File: src/rtl/serial_adder_acc.sv
// Digit-serial add/sub/accumulate unit: one DIGIT-wide adder slice plus a carry flop,
// with valid/ready handshakes on both sides and registered result flags.
module serial_adder_acc #(
    parameter int WIDTH = 8,
    parameter int DIGIT = 1
) (
    input  logic             clk,
    input  logic             rst_n,
    input  logic             in_valid,
    output logic             in_ready,
    input  logic [WIDTH-1:0] a,
    input  logic [WIDTH-1:0] b,
    input  logic [1:0]       mode,
    output logic             out_valid,
    input  logic             out_ready,
    output logic [WIDTH-1:0] sum,
    output logic             carry_out,
    output logic             overflow,
    output logic             busy
);

    localparam int N  = WIDTH / DIGIT;
    localparam int CW = (N > 1) ? $clog2(N) : 1;

    if (WIDTH < 2 || DIGIT < 1 || (WIDTH % DIGIT) != 0) begin : g_bad_param
        $error("serial_adder_acc: DIGIT must divide WIDTH and WIDTH must be >= 2");
    end

    typedef enum logic [1:0] {
        S_IDLE,
        S_RUN,
        S_DONE
    } state_t;

    state_t           r_state;
    state_t           w_next;

    logic [WIDTH-1:0] r_a;
    logic [WIDTH-1:0] r_b;
    logic [WIDTH-1:0] r_res;
    logic [WIDTH-1:0] r_acc;
    logic [WIDTH-1:0] r_sum;
    logic [1:0]       r_mode;
    logic [CW-1:0]    r_step;
    logic             r_c;
    logic             r_sa;
    logic             r_sb;
    logic             r_cout;
    logic             r_ovf;

    logic             w_accept;
    logic             w_last;
    logic             w_out_hs;
    logic             w_cin;
    logic [WIDTH-1:0] w_opb;
    logic [DIGIT:0]   w_dfull;
    logic [WIDTH-1:0] w_next_res;

    assign w_accept = in_valid && (r_state == S_IDLE);
    assign w_last   = (r_state == S_RUN) && (r_step == CW'(N - 1));
    assign w_out_hs = out_ready && (r_state == S_DONE);
    assign w_cin    = (mode == 2'b01) || (mode == 2'b11);

    always_comb begin
        w_opb = b;
        unique case (mode)
            2'b01:   w_opb = ~b;
            2'b10:   w_opb = r_acc;
            default: w_opb = b;
        endcase
    end

    assign w_dfull = (DIGIT+1)'(r_a[DIGIT-1:0])
                   + (DIGIT+1)'(r_b[DIGIT-1:0])
                   + (DIGIT+1)'(r_c);

    // Result digits enter at the top so the word is aligned after N steps.
    assign w_next_res = (r_res >> DIGIT)
                      | (WIDTH'(w_dfull[DIGIT-1:0]) << (WIDTH - DIGIT));

    always_ff @(posedge clk or negedge rst_n) begin
        if (!rst_n) r_state <= S_IDLE;
        else        r_state <= w_next;
    end

    always_comb begin
        w_next = r_state;
        unique case (r_state)
            S_IDLE:  if (in_valid)  w_next = S_RUN;
            S_RUN:   if (w_last)    w_next = S_DONE;
            S_DONE:  if (out_ready) w_next = S_IDLE;
            default: w_next = S_IDLE;
        endcase
    end

    always_ff @(posedge clk or negedge rst_n) begin
        if (!rst_n) begin
            r_a    <= '0;
            r_b    <= '0;
            r_res  <= '0;
            r_acc  <= '0;
            r_sum  <= '0;
            r_mode <= 2'b00;
            r_step <= '0;
            r_c    <= 1'b0;
            r_sa   <= 1'b0;
            r_sb   <= 1'b0;
            r_cout <= 1'b0;
            r_ovf  <= 1'b0;
        end else begin
            if (w_accept) begin
                r_a    <= a;
                r_b    <= w_opb;
                r_c    <= w_cin;
                r_mode <= mode;
                r_step <= '0;
                r_sa   <= a[WIDTH-1];
                r_sb   <= w_opb[WIDTH-1];
            end else if (r_state == S_RUN) begin
                r_a    <= r_a >> DIGIT;
                r_b    <= r_b >> DIGIT;
                r_c    <= w_dfull[DIGIT];
                r_res  <= w_next_res;
                r_step <= w_last ? '0 : r_step + CW'(1);
                if (w_last) begin
                    r_sum  <= w_next_res;
                    r_cout <= w_dfull[DIGIT];
                    // Same-sign operands giving a different-sign result.
                    r_ovf  <= (r_sa == r_sb) && (w_next_res[WIDTH-1] != r_sa);
                end
            end
            if (w_out_hs && r_mode == 2'b10) r_acc <= r_sum;
        end
    end

    assign in_ready  = (r_state == S_IDLE);
    assign out_valid = (r_state == S_DONE);
    assign busy      = (r_state != S_IDLE);
    assign sum       = r_sum;
    assign carry_out = r_cout;
    assign overflow  = r_ovf;

endmodule

File: config.mk
export PLATFORM = sky130hd
export DESIGN_NAME = serial_adder_acc
export DESIGN_NICKNAME = d
export VERILOG_FILES = /design/src/rtl/serial_adder_acc.sv
export SDC_FILE = /design/constraint.sdc
export NUM_CORES = 1
export LEC_CHECK = 0
export ABC_AREA = 1
export BUFFER_PORTS_ARGS = -buffer_cell sky130_fd_sc_hd__buf_2
export CAP_MARGIN = 20
export CORE_MARGIN = 4
export CORE_UTILIZATION = 55
export DETAILED_ROUTE_END_ITERATION = 8
export GPL_TIMING_DRIVEN = 0
export PLACE_DENSITY = 0.82
export SETUP_SLACK_MARGIN = 0.2
export SLEW_MARGIN = 20
export SYNTH_ARGS = -nofsm -noshare
export SYNTH_HDL_FRONTEND = slang
export SYNTH_SLANG_ARGS = --single-unit
export TNS_END_PERCENT = 10
File: constraint.sdc
create_clock -name clk -period 2.6 [get_ports clk]
set_input_delay 0.78 -clock clk [delete_from_list [all_inputs] [get_ports clk]]
set_output_delay 0.78 -clock clk [all_outputs]
set_load 0.02 [all_outputs]
==> results of run 1 <==
==> worst max-delay path, cell delays in order (launching register included) <==
cell,delay [ns]
dfrtp_1,0.45
nor2_2,0.17
buf_2,0.18
==> worst max path at each step <==
| stage | depth (start not counted) | to |
|---|---|---|
| final | 2 | out_valid |
| after global routing | 9 | r_b[2] |
| after CTS | 2 | out_valid |
| after floorplan | 7 | r_b[7] |
| after detailed placement | 9 | r_b[2] |
| after global placement | 8 | r_sb |
==> state kept, by name, summed over array words and instances (netlist names) <==
name / cells
carry_out: 1
r_b: 8
overflow: 1
r_state: 2
r_acc: 8
sum: 8
r_sb: 1
r_step: 3
r_a: 8
r_sa: 1
r_res: 7
r_c: 1
r_mode: 2
==> kinds of logic after synthesis <==
group / synth area share (%)
DFF: 53.1
AOI/OAI and AO/OA: 10.8
adders and majority gates: 3.44
and+or+nand+nor: 22.3
buffers and inverters: 10.4
==> cell usage after synthesis <==
| cell type | n | area share [%] |
|---|---|---|
| inv_1 | 48 | 7.5 |
| a21oi_1 | 8 | 1.7 |
| ha_1 | 5 | 2.6 |
| buf_6 | 1 | 0.47 |
| nand2_2 | 1 | 0.26 |
| nor2_4 | 1 | 0.47 |
| clkinv_1 | 1 | 0.16 |
| fa_1 | 1 | 0.83 |
| o211ai_1 | 2 | 0.62 |
| nand2_1 | 96 | 15 |
| nor2_2 | 2 | 0.52 |
| o21ai_0 | 39 | 8.1 |
| dfrtp_1 | 51 | 53 |
| buf_4 | 1 | 0.31 |
| nand3_2 | 1 | 0.42 |
| a22o_1 | 1 | 0.36 |
| nor2_1 | 15 | 2.3 |
| nand3_1 | 16 | 3.3 |
| buf_2 | 7 | 1.5 |
| clkbuf_1 | 3 | 0.47 |
==> area by class of cell <==
class	count	area [µm²]	share of cell area, %
flip-flops and latches	51	1280	46.6
clock buffers	8	100	3.65
plain buffers	12	65.1	2.38
well taps	50	62.6	2.28
multi-input cells	188	878	32.1
repair buffers	34	173	6.30
inverters	49	184	6.72
==> where the power goes <==
part	switching [mW]	total (mW)	internal (mW)
clock network	0.254	0.497	0.243
logic	0.650	1.02	0.365
registers	0.178	1.27	1.09
total	1.08	2.78	1.70
==> routing by layer <==
| metal | part of all wire, % | vias to the layer above | global-route usage, % |
|---|---|---|---|
| met2 | 47 | 35 | 32.4 |
| met1 | 49 | 880 | 25.9 |
| met5 | 0 | - | 0 |
| met4 | 1.1 | 0 | 5.43 |
| li1 | - | 1003 | - |
| met3 | 3.3 | 4 | 3.65 |
==> impl_metrics.ini, run 1 <==
[floorplanning]
die_y_um = 74.1
dieArea_um2 = 5490
io_pins = 35
die_x_um = 74.1
initial_core_util_pct = 58.4
rows = 23
core_um2 = 4120

[place]
gp_congestion = 0.803
dpl.hpwl_um = 3500
io_buffers = 34
placed_area_um2 = 2640
post-place-ws_ns = 0.482
placed_cells = 384

[yosys]
yosys_register_bits = 51
synth_cells = 300
synthesis.area_um2 = 2400
synth_nets = 328
yosys_warnings = 0
syn_avg_cell_area_um2 = 8.01
seq_area_frac_synth_pct = 53.1
yosysUniqueCellTypes = 20

[routing]
finalWirelength_um = 4830
via_per_inst = 4.90
drtAntennaViolNets = 0
drcViolationCount = 0
num_vias = 1922
routedWlPerCell_um = 12.3
drtIter0Drc = 118
drt_first_pass_iters = 5

[clocking]
clockBufferDepth = 2
cts.sinks = 51
cts_made_buffers = 5
cts_setup_buffers = 0
ctsHoldBuffers = 0
htree_levels = 2
cts_root_buf = clkbuf_8
cts_resized = 0
clock_latency_ns = 0.30
clk_pin_slew_ns = 0.09
cts_tree = yes

[cells_and_area]
final_cell_mix = 96 x nand2_1, 51 x dfrtp_1, 48 x inv_1
nFillCells = 358
syn_to_final_growth_pct = 14.0
final_common_cell = nand2_1
design_area_um2 = 2740
instances_no_fill = 392
finalNetCount = 369
fin_util_pct = 66.6
diodes = 0
drive_above_1_share_pct = 16.1

[job]
cap_violations = 0

[timing]
hold_viol = 0
max_slew_margin_pct = 57.4
hold-worst-slack_ns = 0.484
period_needed_ns = 1.88
finalWorstSetupSlack_ns = 0.715
max_freq_ghz = 0.531
finClkSkew_ns = 0.00761
fin_crit_sh_pct = 72.5
rsz0062_at_grt = no
fin_tns_setup_ns = 0
worst_slew_pin_slew_ns = 0.639
setup_viol = 0
drv_slew = 0

[setup_path]
r2r_cells = 4
worstPathMaxFanout = 5
worstReg2RegStart = r_a[0]
startpoint = r_state[0]
critPathRequiredTime_ns = 1.82
startpoint_type = flip-flop
arrival_ns = 1.10
critPathCaptureType = output pin
reg2reg_slack_ns = 1.15
crit_type = flip-flop to output pin
worstReg2RegEnd = overflow

[grt]
grt_pass1_vias = 1872
grt_pass1_wl_um = 8190
track_usage_pct = 19.4
grt_max_degree = 52
grt_overflow_total = 0
grt_antenna_before_repair = 0

[pwr]
powerDensity_nw_per_um2 = 1020
p_total_mw = 2.78
p_leak_nw = 1.49
vdd_drop_max_mv = 0.481

[status]
status = finished clean

[min_path]
hold_path.class = input port to async pin
(Power assumes the default switching activity.)
==> run 2: changes to the inputs <==
- clock period: 2.6 -> 1.95 ns (I/O delays scaled with it)
==> impl_metrics.ini, run 2 (synthesized netlist as in run 1, its figures left out) <==
[status]
status = finished clean

[pwr]
vdd_drop_max_mv = 0.642
p_leak_nw = 1.49
powerDensity_nw_per_um2 = 1350

[clocking]
clk_pin_slew_ns = 0.09
clock_latency_ns = 0.31
cts_resized = 0
ctsHoldBuffers = 0
cts_setup_buffers = 0
cts_tree = yes
cts.sinks = 51
cts_made_buffers = 5
cts_root_buf = clkbuf_8
htree_levels = 2
clockBufferDepth = 2

[cells_and_area]
finalNetCount = 369
final_cell_mix = 96 x nand2_1, 51 x dfrtp_1, 47 x inv_1
syn_to_final_growth_pct = 14.1
final_common_cell = nand2_1
diodes = 0
drive_above_1_share_pct = 16.4

[timing]
fin_tns_setup_ns = 0
hold_viol = 0
fin_crit_sh_pct = 86.8
finalWorstSetupSlack_ns = 0.258
finClkSkew_ns = 0.00796
drv_slew = 0
max_freq_ghz = 0.591
period_needed_ns = 1.69
worst_slew_pin_slew_ns = 0.633
setup_viol = 0
max_slew_margin_pct = 57.8
rsz0062_at_grt = no

[routing]
num_vias = 1934
drt_first_pass_iters = 4
via_per_inst = 4.93
drtAntennaViolNets = 0
drtIter0Drc = 121
routedWlPerCell_um = 12.4
drcViolationCount = 0
finalWirelength_um = 4850

[floorplanning]
core_um2 = 4120
initial_core_util_pct = 58.4
dieArea_um2 = 5490
io_pins = 35
die_x_um = 74.1
die_y_um = 74.1
rows = 23

[setup_path]
cp_num_buf_inv = 1
slowest_stage = dfrtp_1
slowest_delay_ns = 0.45
path_delay_family = flip-flops
critPathCaptureType = output pin
crit_type = flip-flop to output pin
arrival_ns = 1.11
worstPathCellList = nor2_2, buf_2
startpoint_type = flip-flop
critPathRequiredTime_ns = 1.36
worstPathMaxFanout = 5

[grt]
grt_max_degree = 52
grt_pass1_wl_um = 8190
grt_overflow_total = 0
track_usage_pct = 19.4
grt_pass1_vias = 1872
grt_antenna_before_repair = 0

[place]
dpl.hpwl_um = 3500
post-place-ws_ns = 0.0267
io_buffers = 34
gp_congestion = 0.803

[job]
cap_violations = 0

[min_path]
hold_path.class = input port to async pin
[run 2: cell count changes in the layout (fill, tap and decap cells not counted)]
cell	change
inv_1	-1
buf_2	-1
inv_2	+1
clkbuf_4	+1
[run 2: stage by stage]
step | hold WS (ns) | cells | total power, mW | utilization (%) | cell area, µm²
after global routing | 0.354 | 392 | 4.01 | 66.6 | 2740
after detailed placement | 0.475 | 384 | 3.08 | 64.1 | 2640
after floorplan | 0.289 | 300 | 2.63 | - | 2400
final | 0.286 | 392 | 3.71 | 66.6 | 2740
after global placement | 0.469 | 384 | 3.00 | 64.1 | 2640
after CTS | 0.478 | 392 | 3.74 | 66.5 | 2740
[run 2: layout make-up]
cell class,count,area [µm²]
Fill cell,357,1370
Buffer,12,67.6
Sequential cell,51,1280
Multi-Input combinational cell,188,878
Clock buffer,8,100
Tap cell,50,62.6
Inverter,49,184
Timing Repair Buffer,34,173
[run 2: worst register-to-register path, stage by stage (launching register included)]
cell and delay (ns):
dfrtp_1 0.41, fa_1 0.57, o21ai_0 0.19, nand2_1 0.06, o21ai_0 0.13
[run 2: path summary, 6_finish.rpt]
check	startpoint	end	slack (ns)	depth (start not counted)
max reg2reg	r_a[0]	overflow	0.50	4
max in group asynchronous	rst_n	sum[0]	1.23	1
max	r_state[0]	out_valid	0.26	2
min reg2reg	r_acc[5]	r_acc[5]	0.50	2
min in group clk	a[0]	r_a[0]	0.48	3
min	rst_n	r_mode[1]	0.29	1
[run 2: routing by layer]
layer  track usage [%]  up-vias  share of wire, %
li1                  -     1000                 -
met1              25.9      887                48
met2              32.4       40                46
met3              3.65        7               3.9
met4              5.43        0               1.6
met5                 0        -                 0
[run 2: report_power, final]
part | switching [mW] | internal [mW] | total, mW
combinational | 0.866 | 0.488 | 1.35
sequential | 0.237 | 1.45 | 1.69
clock | 0.339 | 0.324 | 0.663
total | 1.44 | 2.27 | 3.71
==> run 3: changes to the inputs <==
- ABC_AREA: 1 -> not set
- CORE_UTILIZATION: 55 -> 56
- PLACE_DENSITY: 0.82 -> 0.83
==> impl_metrics.ini, run 3 <==
[pwr]
p_leak_nw = 1.40
clock_power_share_pct = 15.5
power.switching_mw = 1.38
comb_power_share_pct = 38.4
p_int_mw = 2.32
pwr-share-seq_pct = 46.1
vdd_drop_max_mv = 0.877
p_sw_share_pct = 37.3
powerDensity_nw_per_um2 = 1350

[clocking]
clock_latency_ns = 0.30
clockBufferDepth = 2
cts.sinks = 51
cts_tree = yes
htree_levels = 2
cts_made_buffers = 5
ctsHoldBuffers = 0
cts_root_buf = clkbuf_8
clk_pin_slew_ns = 0.08

[timing]
period_needed_ns = 1.76
hold-worst-slack_ns = 0.296
fin_tns_setup_ns = 0
rsz0062_at_grt = yes
max_slew_margin_pct = 57.7
finClkSkew_ns = 0.00259
fin_crit_sh_pct = 90.1
max_freq_ghz = 0.569
drv_slew = 0
hold_viol = 0
worst_slew_pin_slew_ns = 0.634
setup_viol = 0

[yosys]
synth.most_common_cell = dfrtp_1
yosys_register_bits = 51
synth_nets = 251
synth_compound_area_share_pct = 16.0
netlist.area_leader.share_pct = 53.7
seq_area_frac_synth_pct = 53.7
synthArstFlopShare_pct = 100
synth.area.top_cells = dfrtp_1 54%, mux2_2 8.5%, nand2_1 5.4%
synth_cells = 223
synth_edf_count = 0
synthMuxAreaShare_pct = 8.52
synth_common_cells = 51 x dfrtp_1, 34 x nand2_1, 18 x mux2_2
yosys_most_used_dff = dfrtp_1
yosys_warnings = 0
synthesis.area_um2 = 2380
syn_avg_cell_area_um2 = 10.7
synth_top_family_by_area = compound AO/OA/AOI/OAI gates
yosysTopAreaCell = dfrtp_1
synth-xor-area-share_pct = 0
yosysUniqueCellTypes = 27
synth_simple_gate_area_share_pct = 13.4
synth_fa_ha_area_share_pct = 3.47

[place]
placed_cells = 307
gp_congestion = 0.794
dpl.hpwl_um = 3480
io_buffers = 34

[setup_path]
startpoint = r_state[1]
reg2reg_slack_ns = 0.25
worstReg2RegEnd = carry_out
slowest_stage = dfrtp_2
arrival_ns = 1.17
worstPathMaxFanout = 10
critPathCaptureType = output pin
crit_path_end = busy
critPathRequiredTime_ns = 1.36
r2r_cells = 5
slowest_delay_ns = 0.41
crit_type = flip-flop to output pin
startpoint_type = flip-flop
worstReg2RegStart = r_step[0]
worstPathCellList = clkbuf_4, nor2_2, inv_1, buf_2

[routing]
via_per_inst = 5.59
drcViolationCount = 0
finalWirelength_um = 4860
num_vias = 1778
routedWlPerCell_um = 15.3
drtIter0Drc = 72
drt_first_pass_iters = 5
drtAntennaViolNets = 0

[grt]
grt_antenna_before_repair = 0
track_usage_pct = 20.0
grt_overflow_total = 0
grt_max_degree = 52
grt_pass1_wl_um = 8090
grt_pass1_vias = 1744

[min_path]
hold_path.class = input port to async pin

[cells_and_area]
syn_to_final_growth_pct = 15.2
final_cell_mix = 49 x dfrtp_1, 35 x buf_2, 34 x nand2_1
diodes = 0
finalNetCount = 295
final_common_cell = dfrtp_1
instances_no_fill = 318
drive_above_1_share_pct = 28.4

[floorplanning]
io_pins = 35
die_x_um = 73.2
core_um2 = 4060
die_y_um = 73.2
initial_core_util_pct = 58.6
rows = 23
dieArea_um2 = 5350

[status]
status = finished clean

[job]
cap_violations = 0
[run 3: area by class of cell]
type | instances | area (µm²)
Fill cell | 320 | 1320
Multi-Input combinational cell | 146 | 988
Inverter | 12 | 45.0
Timing Repair Buffer | 37 | 195
Buffer | 14 | 88.8
Tap cell | 50 | 62.6
Clock buffer | 7 | 76.3
Clock inverter | 1 | 5.00
Sequential cell | 51 | 1280
[run 3: worst min path at each step]
stage	start	endpoint	cells past startpoint
CTS	overflow	overflow	2
global route	rst_n	r_a[4]	1
floorplan	rst_n	carry_out	0
finish	rst_n	r_sb	1
global placement	overflow	overflow	2
detailed placement	overflow	overflow	2
[run 3: power by group through the flow]
stage	Clock, mW	Combinational [mW]	Sequential (mW)
floorplan	0	0.878	1.77
global placement	0	1.31	1.71
detailed placement	0	1.35	1.73
CTS	0.590	1.43	1.70
global route	0.638	1.59	1.76
finish	0.575	1.42	1.70
[run 3: cells by family (layout without fill, tap and decap cells)]
logic type | Yosys count | in the layout
AND/OR/NAND/NOR | 66 | 66
adder cells (fa/ha/maj) | 6 | 6
AO/OA/AOI/OAI | 56 | 56
flip-flops | 51 | 51
multiplexers | 18 | 18
buffers and inverters | 26 | 71
[run 3: worst max-delay path, delay by kind of cell, from the launching register on]
family,cells,cell delay [ns]
DFF,1,0.41
buffers and inverters,3,0.37
and+or+nand+nor,1,0.10
[run 3: timing repair]
item | CTS | global route
gates resized for setup | 9 | 2
endpoints found under the setup margin | 10 | 17
pin swaps | 0 | 0
setup buffers | 3 | 0
[run 3: layer usage]
layer  GRT usage, %  vias up  routed length, µm
met4           6.35        0                 71
met1           25.6      859               2140
li1               -      868                  -
met2           33.4       45               2360
met3           4.68        6                290
met5              0        -                  0
[run 3: metrics by stage]
| step | util [%] | cell area, µm² | total power [mW] | setup slack [ns] |
|---|---|---|---|---|
| global route | 67.5 | 2740 | 3.98 | 0.111 |
| global placement | 64.4 | 2610 | 3.02 | -0.0446 |
| CTS | 67.4 | 2740 | 3.72 | 0.183 |
| finish | 67.5 | 2740 | 3.70 | 0.193 |
| floorplan | - | 2380 | 2.65 | 0.217 |
| detailed placement | 64.4 | 2610 | 3.08 | -0.0896 |
